==> config.mk <==
export PLATFORM = sky130hd
export DESIGN_NAME = hazard_scoreboard
export DESIGN_NICKNAME = d
export VERILOG_FILES = /design/src/rtl/hazard_scoreboard.sv
export SDC_FILE = /design/constraint.sdc
export NUM_CORES = 1
export LEC_CHECK = 0
export CORE_ASPECT_RATIO = 1.2
export CORE_UTILIZATION = 50
export DETAILED_ROUTE_END_ITERATION = 10
export GPL_ROUTABILITY_DRIVEN = 1
export PLACE_DENSITY = 0.83
export SYNTH_ARGS = -nofsm -noshare
export SYNTH_HDL_FRONTEND = slang
export SYNTH_SLANG_ARGS = --single-unit
==> constraint.sdc <==
create_clock -name clk -period 3.9 [get_ports clk]
set_input_delay 0.78 -clock clk [delete_from_list [all_inputs] [get_ports clk]]
set_output_delay 0.78 -clock clk [all_outputs]
set_load 0.01 [all_outputs]
==> src/rtl/hazard_scoreboard.sv <==
// RAW hazard scoreboard: 3-slot EX/MEM/WB shadow of in-flight register writes, combinational ID stall, pending bitmap, saturating stall counter.
// Optional SB_FORWARD_EN: when defined only load-use stalls, otherwise any EX/MEM match stalls; no back-pressure past EX.
module hazard_scoreboard #(
  parameter int NREG  = 32,
  parameter int CNT_W = 32
) (
  input  logic                    clk,
  input  logic                    rst_n,
  input  logic                    id_valid,
  input  logic [$clog2(NREG)-1:0] id_rs,
  input  logic [$clog2(NREG)-1:0] id_rt,
  input  logic                    id_uses_rs,
  input  logic                    id_uses_rt,
  input  logic [$clog2(NREG)-1:0] id_wr_addr,
  input  logic                    id_RegWrite,
  input  logic                    id_MemRead,
  input  logic                    flush,
  output logic                    stall,
  output logic [NREG-1:0]         pending,
  output logic                    ex_is_load,
  output logic [CNT_W-1:0]        stall_cnt
);

  localparam int IDX_W = $clog2(NREG);

  typedef struct packed {
    logic             v;
    logic [IDX_W-1:0] rd;
    logic             ld;
  } slot_t;

  slot_t            r_ex;
  slot_t            r_mem;
  slot_t            r_wb;
  logic [CNT_W-1:0] r_stall_cnt;

  slot_t            w_ex_nxt;
  logic             w_rd_rs;
  logic             w_rd_rt;
  logic             w_hit_ex;
  logic             w_stall;
  logic [NREG-1:0]  w_pending;
  logic             w_unused_wb_ld;

  function automatic logic hit(input slot_t s, input logic [IDX_W-1:0] r);
    return s.v && (s.rd == r) && (r != '0);
  endfunction

  assign w_rd_rs  = id_valid && id_uses_rs;
  assign w_rd_rt  = id_valid && id_uses_rt;
  assign w_hit_ex = (w_rd_rs && hit(r_ex, id_rs)) || (w_rd_rt && hit(r_ex, id_rt));

`ifdef SB_FORWARD_EN
  // Forwarding covers everything except a load whose data is not ready until MEM.
  assign w_stall = w_hit_ex && r_ex.ld;
`else
  logic w_hit_mem;
  assign w_hit_mem = (w_rd_rs && hit(r_mem, id_rs)) || (w_rd_rt && hit(r_mem, id_rt));
  // WB is excluded: the register file writes in the first half-cycle, reads in the second.
  assign w_stall   = w_hit_ex || w_hit_mem;
`endif

  always_comb begin
    w_ex_nxt = '0;
    if (id_valid && !flush && !w_stall) begin
      w_ex_nxt.v  = id_RegWrite && (id_wr_addr != '0);
      w_ex_nxt.rd = id_wr_addr;
      w_ex_nxt.ld = id_MemRead;
    end
  end

  always_comb begin
    w_pending = '0;
    for (int r = 1; r < NREG; r++) begin
      w_pending[r] = hit(r_ex, IDX_W'(r)) || hit(r_mem, IDX_W'(r)) || hit(r_wb, IDX_W'(r));
    end
  end

  always_ff @(posedge clk) begin
    if (!rst_n) begin
      r_ex        <= '0;
      r_mem       <= '0;
      r_wb        <= '0;
      r_stall_cnt <= '0;
    end else begin
      r_ex  <= w_ex_nxt;
      r_mem <= r_ex;
      r_wb  <= r_mem;
      if (w_stall && !flush && (r_stall_cnt != '1)) begin
        r_stall_cnt <= r_stall_cnt + CNT_W'(1);
      end
    end
  end

  // The WB load flag is carried for slot uniformity but nothing downstream needs it.
  assign w_unused_wb_ld = r_wb.ld;

  assign stall      = w_stall;
  assign pending    = w_pending;
  assign ex_is_load = r_ex.v && r_ex.ld;
  assign stall_cnt  = r_stall_cnt;

endmodule

==> results.tsv <==
metric	value	unit
path_common_cell	clkdlybuf4s50_1	
layout.nets	551	
antenna_left	0	
min_period	3.54	ns
yosysTopAreaCell	dfxtp_1	
diodes	0	
synth_compound_area_share	12.3	%
fmax	282	MHz
grt_pass1_vias	3497	
yosysMostFrequentCell	nand2_1	
grt_usage	27.9	%
cts_buffers	5	
powerDensity	210	nW/um^2
clk_pin_slew_worst_paths	0.10	ns
synth_fp_nets	481	
antenna_found_initial	0	
layout-drive-gt1-share	3.22	%
finalHoldViolations	0	
utilization	67.3	%
htreeDepth	2	
status	finished, final reports clean	
cts-root-buf	clkbuf_8	
cts_buffer_depth	2	
crit_buf_inv	3	
rows	32	
die_h	92.6	microns
place.gp.congestion	0.905	
clock-skew-final	0.0146	ns
dieWidth	77.5	microns
worst_path_largest_cell_delay	0.48	ns
drv_cap	0	
port_buffers	87	
yosysSeqAreaShare	29.8	%
cts.sinks	51	
cp_top_family	buffers and inverters	
ir_worst_vdd	0.000187	V
seq_area	1020	sq um
multi_input_area	2250	sq um
path_class	input pin to output pin	
hold_buffers	0	
synth_xor_area_share	5.12	%
synth_fa_ha_area_share	0.366	%
synth_top_family_by_area	simple AND/OR/NAND/NOR gates	
arrival	2.76	ns
yosys_most_used_dff	dfxtp_1	
via_per_inst	6.04	
yosysTopAreaCellShare	29.8	%
end_kind	output pin	
synth_warnings	0	
grt_setup_unrepaired	false	
post-dp-hpwl	6960	microns
crit_fanout	3	
grt_remaining_overflow	0	
cts_setup_buffers	0	
core_area	6530	sq um
synth-simple-area-share	43.3	%
cts.repair.resized	0	
io_pins	89	
synthTopCellsByArea	dfxtp_1, nand2_1, nand3_1	
drv_slew	0	
ys_ff_latch	51	
drc	0	
grt_first_pass_wirelength	16300	microns
synth_commonest_cells	nand2_1, dfxtp_1, nand3_1	
syn_area_per_cell	7.49	sq um
drtIter0Drc	287	
timing.final.crit_share	90.9	%
crit_path_start_kind	input pin	
synth-edff-count	0	
hp-class	register to register	
synthCells	457	
fin_tns_setup	0	ns
crit_chain	clkdlybuf4s50_1 -> or3_1 -> o311a_1 -> a22oi_2 -> inv_1 -> clkdlybuf4s50_1	
worstPathRequired	3.12	ns
start_util	52.4	%
timing_worst_slew_pin_value	0.576	ns
syn_to_final_growth	28.3	%
synth.mux.area_fraction	4.39	%
maxSlewHeadroom	61.6	%
power_leakage	0.00151	uW
synth.distinct_cells	42	
firstDrtPassIters	5	
finalSetupViolations	0	
async_flop_share	0	%
num_vias	3702	
grt_max_degree	50	
syn-cell-area	3420	sq um
critPathSlowestCell	clkdlybuf4s50_1	
tritoncts	done	
wl	9690	microns
dieArea	7180	sq um
insertion_delay	0.31	ns
n_fill_cell	550	
wl_per_cell	15.8	microns
-- metrics by stage --
step / instances / instance area (sq um) / hold WS, ns / setup slack, ns / power [uW]
floorplan: 457 / 3420 / 0.494 / 0.903 / 584
global placement: 605 / 4300 / 0.469 / 0.351 / 622
detailed placement: 605 / 4300 / 0.480 / 0.349 / 624
CTS: 613 / 4390 / 0.495 / 0.349 / 927
global route: 613 / 4390 / 0.530 / 0.322 / 962
finish: 613 / 4390 / 0.494 / 0.356 / 923
-- tightest hold or removal path: stages (launching register included) --
cell	delay, ns
dfxtp_1	0.34
nand2_1	0.06
mux2i_1	0.05
-- placed cells by master, fill, tap and decap left out, types with 5 or more instances in the layout --
cell type,count
clkbuf_8,5
o21ai_0,12
and4_1,8
and2_1,21
a22oi_1,20
nor2b_1,15
or4_1,7
buf_4,5
nand2b_1,20
clkdlybuf4s50_1,87
or3_1,16
nor3_1,8
nor2_1,13
xnor2_1,20
inv_1,5
nand3_1,38
dfxtp_1,51
mux2i_1,15
and3_1,10
a21oi_1,15
nor4_1,11
nand4_1,11
nand2_1,80
-- metal layers --
metal | global-route usage, % | share of wire (%)
met1 | 33.9 | 42
met2 | 47.8 | 49
met3 | 6.11 | 7.8
met4 | 10.2 | 1.4
met5 | 0 | 0
-- flip-flops by register name, indices dropped and copies added (netlist names) --
| signal | count |
|---|---|
| r_mem | 6 |
| r_ex | 7 |
| stall_cnt | 32 |
| r_wb | 6 |
-- report_power, final --
part | leakage, uW | switching [uW] | internal [uW]
registers | 0.000412 | 9.04 | 524
clock network | 0.0000483 | 183 | 127
logic | 0.00105 | 39.5 | 41.1
-- kinds of logic after synthesis --
logic type      count (synthesis)
xor+xnor                       20
simple gates                  272
flops                          51
fa+ha+maj                       1
mux                            15
compound gates                 63
buf+inv                        34
other cells                     1
-- final cells by class --
| type | count | share of cell area (%) |
|---|---|---|
| Multi-Input combinational cell | 372 | 51.2 |
| Sequential cell | 51 | 23.2 |
| Timing Repair Buffer | 92 | 20.7 |
| Tap cell | 85 | 2.42 |
| Clock buffer | 5 | 1.57 |
| Clock inverter | 3 | 0.427 |
| Inverter | 5 | 0.427 |
-- worst paths after layout --
check                                  start             to  slack (ns)  cells past startpoint
worst max register to register  stall_cnt[0]  stall_cnt[28]        1.46                      7
worst min-delay path            stall_cnt[8]   stall_cnt[8]        0.49                      2
worst min register to register  stall_cnt[8]   stall_cnt[8]        0.49                      2
worst max-delay path                id_rt[0]          stall        0.36                      6
Note: power is estimated with default switching activity, not from simulation.
